==> src/rtl/sipo_pkg.sv <==
// Shared types and helpers for the serial-in/parallel-out deserializer.
package sipo_pkg;

    typedef enum logic {
        IDLE  = 1'b0,
        SHIFT = 1'b1
    } sipo_state_t;

    // Counter width for a WIDTH-bit word, never narrower than one bit.
    function automatic int cw_of(input int w);
        return ($clog2(w) < 1) ? 1 : $clog2(w);
    endfunction

endpackage

==> src/rtl/shift_reg_n.sv <==
// WIDTH-bit serial-in shift register with enable, synchronous clear and direction select.
module shift_reg_n #(
    parameter int WIDTH     = 8,
    parameter bit MSB_FIRST = 1'b1
) (
    input  logic             clk,
    input  logic             rst,
    input  logic             clr,
    input  logic             shift_en,
    input  logic             din,
    output logic [WIDTH-1:0] q
);

    always_ff @(posedge clk) begin
        if (rst || clr) begin
            q <= '0;
        end else if (shift_en) begin
            // MSB_FIRST pushes toward the top so the first bit ends in q[WIDTH-1].
            q <= MSB_FIRST ? {q[WIDTH-2:0], din} : {din, q[WIDTH-1:1]};
        end
    end

endmodule

==> src/rtl/sipo_deser.sv <==
// Serial-to-parallel deserializer with a one-entry valid/ready output buffer
// and a sticky overrun flag for words dropped while the buffer was full.
module sipo_deser
    import sipo_pkg::*;
#(
    parameter int  WIDTH     = 8,
    parameter bit  MSB_FIRST = 1'b1,
    localparam int CW        = cw_of(WIDTH)
) (
    input  logic             clk,
    input  logic             rst,
    input  logic             din,
    input  logic             din_valid,
    input  logic             clear,
    output logic [WIDTH-1:0] dout,
    output logic             dout_valid,
    input  logic             dout_ready,
    output logic [CW-1:0]    bit_cnt,
    output logic             busy,
    output logic             overrun
);

    sipo_state_t      state, state_nxt;
    logic [WIDTH-1:0] sh;
    logic [WIDTH-1:0] cand;
    logic             accept;
    logic             complete;
    logic             buf_free;

    assign accept   = din_valid && !clear;
    assign complete = accept && (bit_cnt == CW'(WIDTH - 1));
    assign buf_free = !dout_valid || dout_ready;

    // The completed word includes the bit being accepted this cycle.
    assign cand = MSB_FIRST ? {sh[WIDTH-2:0], din} : {din, sh[WIDTH-1:1]};

    shift_reg_n #(
        .WIDTH    (WIDTH),
        .MSB_FIRST(MSB_FIRST)
    ) u_shift (
        .clk     (clk),
        .rst     (rst),
        .clr     (clear),
        .shift_en(accept),
        .din     (din),
        .q       (sh)
    );

    always_ff @(posedge clk) begin
        if (rst) begin
            state <= IDLE;
        end else begin
            state <= state_nxt;
        end
    end

    always_comb begin
        state_nxt = state;
        unique case (state)
            IDLE:    if (accept) state_nxt = SHIFT;
            SHIFT:   if (clear || complete) state_nxt = IDLE;
            default: state_nxt = IDLE;
        endcase
    end

    assign busy = (state == SHIFT);

    always_ff @(posedge clk) begin
        if (rst) begin
            bit_cnt <= '0;
        end else if (clear) begin
            bit_cnt <= '0;
        end else if (accept) begin
            bit_cnt <= complete ? '0 : bit_cnt + 1'b1;
        end
    end

    // Output buffer: a load may coincide with a drain; otherwise a drain empties it.
    always_ff @(posedge clk) begin
        if (rst) begin
            dout       <= '0;
            dout_valid <= 1'b0;
        end else if (complete && buf_free) begin
            dout       <= cand;
            dout_valid <= 1'b1;
        end else if (dout_valid && dout_ready) begin
            dout_valid <= 1'b0;
        end
    end

    always_ff @(posedge clk) begin
        if (rst || clear) begin
            overrun <= 1'b0;
        end else if (complete && !buf_free) begin
            overrun <= 1'b1;
        end
    end

endmodule

==> config.mk <==
export PLATFORM = sky130hd
export DESIGN_NAME = sipo_deser
export DESIGN_NICKNAME = d
export VERILOG_FILES = /design/src/rtl/sipo_pkg.sv /design/src/rtl/shift_reg_n.sv /design/src/rtl/sipo_deser.sv
export SDC_FILE = /design/constraint.sdc
export NUM_CORES = 1
export LEC_CHECK = 0
export CORE_UTILIZATION = 45
export DETAILED_ROUTE_END_ITERATION = 12
export PLACE_DENSITY = 0.72
export SYNTH_ARGS = -nofsm -noshare
export SYNTH_HDL_FRONTEND = slang
export SYNTH_HIERARCHICAL = 1
export SYNTH_SLANG_ARGS = --single-unit
==> constraint.sdc <==
create_clock -name clk -period 3.85 [get_ports clk]
set_clock_uncertainty 0.2 [all_clocks]
set_input_delay 0.77 -clock clk [delete_from_list [all_inputs] [get_ports clk]]
set_output_delay 0.77 -clock clk [all_outputs]
set_load 0.02 [all_outputs]
==> flow_results.xml <==
<?xml version="1.0" encoding="UTF-8"?>
<metrics>
  <group name="critical_path">
    <metric name="reg2reg_setup_slack" unit="ps">1940</metric>
    <metric name="worstRegToRegCells" unit="">5</metric>
    <metric name="crit_path_end_kind" unit="">flip-flop</metric>
    <metric name="critPathMaxFanout" unit="">7</metric>
    <metric name="crit-reg2reg-capture" unit="">dout[6]</metric>
    <metric name="crit_chain" unit="">clkdlybuf4s50_1 -&gt; nor2b_1 -&gt; mux2i_1 -&gt; nor2_1</metric>
    <metric name="worst-endpoint-arrival" unit="ps">2460</metric>
    <metric name="crit_path_top_delay_cell" unit="">sky130_fd_sc_hd__clkdlybuf4s50_1</metric>
    <metric name="setup.worst_path.class" unit="">input port to flip-flop</metric>
    <metric name="worst_r2r_startpoint" unit="">bit_cnt[0]</metric>
    <metric name="worst_setup_start_kind" unit="">input port</metric>
    <metric name="critPathRequiredTime" unit="ps">3840</metric>
    <metric name="critical_path.endpoint" unit="">u_shift/q[0]</metric>
    <metric name="slowest_delay" unit="ps">680</metric>
    <metric name="crit_path_start" unit="">din_valid</metric>
  </group>
  <group name="clocking">
    <metric name="cts_resized" unit="">0</metric>
    <metric name="post_cts_buffers" unit="">0</metric>
    <metric name="tritoncts" unit="">done</metric>
    <metric name="holdBufCountCts" unit="">0</metric>
    <metric name="clockBufferDepth" unit="">2</metric>
    <metric name="path_clk_slew" unit="ps">110</metric>
    <metric name="clk_root_buf" unit="">sky130_fd_sc_hd__clkbuf_4</metric>
    <metric name="clock_sink_count" unit="">21</metric>
    <metric name="htreeDepth" unit="">1</metric>
    <metric name="cts_buffer_count" unit="">3</metric>
    <metric name="worst_skew_pair_later_pin_latency" unit="ps">290</metric>
  </group>
  <group name="floorplanning">
    <metric name="floorplan.die.width" unit="um">47.24</metric>
    <metric name="placeableCoreArea" unit="sq mm">0.001821</metric>
    <metric name="die_height" unit="um">47.24</metric>
    <metric name="core.rowCount" unit="">15</metric>
    <metric name="io_pins" unit="">20</metric>
    <metric name="die_area" unit="sq mm">0.002231</metric>
    <metric name="initial_utilization" unit="%">50.58</metric>
  </group>
  <group name="power_and_ir_drop">
    <metric name="power.total" unit="uW">346.9</metric>
    <metric name="internal-power" unit="uW">272.6</metric>
    <metric name="power.share.clock" unit="%">29.0</metric>
    <metric name="worst_ir_drop_vdd" unit="mV">0.2421</metric>
    <metric name="powerDensity" unit="mW/mm^2">309.8</metric>
    <metric name="p_leak" unit="nW">0.3943</metric>
    <metric name="sequential_cell_fraction_of_total_power" unit="%">63.4</metric>
    <metric name="comb_power_share" unit="%">7.6</metric>
    <metric name="netSwitchingFraction" unit="%">21.41</metric>
    <metric name="power_switching" unit="uW">74.28</metric>
  </group>
  <group name="placed_design">
    <metric name="place.gp.congestion" unit="">0.6876</metric>
    <metric name="dp_hpwl" unit="mm">1.086</metric>
    <metric name="place_worst_setup_slack" unit="ps">1065</metric>
    <metric name="place_inst" unit="">125</metric>
    <metric name="buffer_ports.inserted" unit="">19</metric>
  </group>
  <group name="drt">
    <metric name="via_count" unit="">631</metric>
    <metric name="wirelength" unit="mm">1.482</metric>
    <metric name="drtPass1Iterations" unit="">4</metric>
    <metric name="routedWlPerCell" unit="um">11.49</metric>
    <metric name="detailedRoute.firstIterationViolations" unit="">4</metric>
    <metric name="drc" unit="">0</metric>
    <metric name="mean_number_of_vias_per_cell" unit="">4.891</metric>
    <metric name="route.antenna.remaining_nets" unit="">0</metric>
  </group>
  <group name="global_routing">
    <metric name="wire_length_of_the_first_global_routing_pass" unit="mm">2.580</metric>
    <metric name="grt_antenna_before_repair" unit="">0</metric>
    <metric name="number_of_global_route_vias_before_repair" unit="">589</metric>
    <metric name="grt_use_total" unit="%">16.88</metric>
    <metric name="grt_overflow" unit="">0</metric>
    <metric name="maximum_number_of_pins_on_one_net_before_global_route_repair" unit="">24</metric>
  </group>
  <group name="finish">
    <metric name="commonest_non_fill_non_tap_cells_in_the_layout" unit="">sky130_fd_sc_hd__dfxtp_1 (21), sky130_fd_sc_hd__mux2i_1 (19), sky130_fd_sc_hd__clkdlybuf4s50_1 (19), sky130_fd_sc_hd__nand2b_1 (16), sky130_fd_sc_hd__nor2_1 (9)</metric>
    <metric name="syn_to_final_growth" unit="%">21.60</metric>
    <metric name="finish.cell_count_without_fillers" unit="">129</metric>
    <metric name="layout_cells_sized_above_1" unit="%">5.769</metric>
    <metric name="mostFrequentLayoutCell" unit="">sky130_fd_sc_hd__dfxtp_1</metric>
    <metric name="filler_cell_count" unit="">160</metric>
    <metric name="final_nets" unit="">113</metric>
    <metric name="antenna_cells_inserted" unit="">0</metric>
  </group>
  <group name="logic_synthesis">
    <metric name="synth_area_per_cell" unit="sq um">10.58</metric>
    <metric name="synth_fp_nets" unit="">95</metric>
    <metric name="cell_area_synth" unit="sq um">920.9</metric>
    <metric name="netlist_instances" unit="">87</metric>
    <metric name="yosysWarnings" unit="">6</metric>
  </group>
  <group name="sta">
    <metric name="fin_crit_sh" unit="%">64.08</metric>
    <metric name="slew-limit-headroom" unit="%">48.32</metric>
    <metric name="slew_worst_pin" unit="ps">773.6</metric>
    <metric name="timing_hold_violations_final" unit="">0</metric>
    <metric name="report.final.setup_viol" unit="">0</metric>
    <metric name="final.min_clock_period" unit="ps">2467</metric>
    <metric name="maxClockFrequency" unit="GHz">0.4054</metric>
    <metric name="timing.final.max_slew_violations" unit="">0</metric>
    <metric name="fin_setup_tns" unit="ps">0</metric>
    <metric name="final.setup.worst_slack" unit="ps">1383</metric>
    <metric name="rsz_0062_raised_after_global_routing" unit="">false</metric>
  </group>
  <group name="worst_hold_path">
    <metric name="min_path_type" unit="">flip-flop to flip-flop</metric>
    <metric name="worst_hold_path.num_cells" unit="">2</metric>
    <metric name="hold_startpoint" unit="">dout[7]</metric>
  </group>
  <group name="status">
    <metric name="run_status" unit="">finished, final reports clean</metric>
  </group>
  <group name="job">
    <metric name="drv.max_cap_violation_count" unit="">0</metric>
  </group>
</metrics>
-- cell type report --
type | count | area (sq um) | share of cell area [%]
Multi-Input combinational cell | 60 | 451.7 | 40.34
Sequential cell | 21 | 420.4 | 37.54
Timing Repair Buffer | 19 | 190.2 | 16.98
Clock buffer | 4 | 26.28 | 2.346
Tap cell | 25 | 31.28 | 2.793
-- metrics by stage --
step,hold slack [ps],area [sq um],util (%)
2_1_floorplan,251.3,920.9,-
4_1_cts,283.6,1120,61.51
3_3_place_gp,259.0,1094,60.07
3_5_place_dp,266.1,1094,60.07
5_1_grt,298.0,1120,61.51
6_report,280.4,1120,61.51
-- per-layer routing --
metal | wire length (um) | part of all wire [%] | up-vias | global-route usage [%]
met2 | 710 | 48 | 17 | 27.95
met1 | 698 | 47 | 289 | 20.56
met5 | 0 | 0 | - | 0
met4 | 13 | 0.88 | 0 | 3.429
met3 | 59 | 4.0 | 2 | 6.923
li1 | - | - | 323 | -
-- power groups by stage --
| stage | Combinational (mW) | Clock [mW] | Sequential (mW) |
|---|---|---|---|
| 2_1_floorplan | 0.0187 | 0 | 0.226 |
| 3_3_place_gp | 0.0261 | 0 | 0.225 |
| 3_5_place_dp | 0.0265 | 0 | 0.225 |
| 4_1_cts | 0.0266 | 0.104 | 0.220 |
| 5_1_grt | 0.0286 | 0.117 | 0.220 |
| 6_report | 0.0265 | 0.100 | 0.220 |
-- how the worst min path moves through the flow --
stage	end	slack, ps
final	dout[7]	280
after global routing	dout[5]	300
after detailed placement	dout[0]	270
after global placement	dout[3]	260
after CTS	dout[5]	280
after floorplan	dout[7]	250
-- state kept, by name (all words and copies together), names as in the netlist --
register,flops
dout,8
u_shift/q,7
overrun,1
dout_valid,1
bit_cnt,3
busy,1
-- worst max-delay path, delay by kind of cell --
kind                   cells  cell delay, ps
AND/OR/NAND/NOR            2             730
buffers and inverters      1             680
multiplexers               1             270
Note: power is estimated with default switching activity, not from simulation.
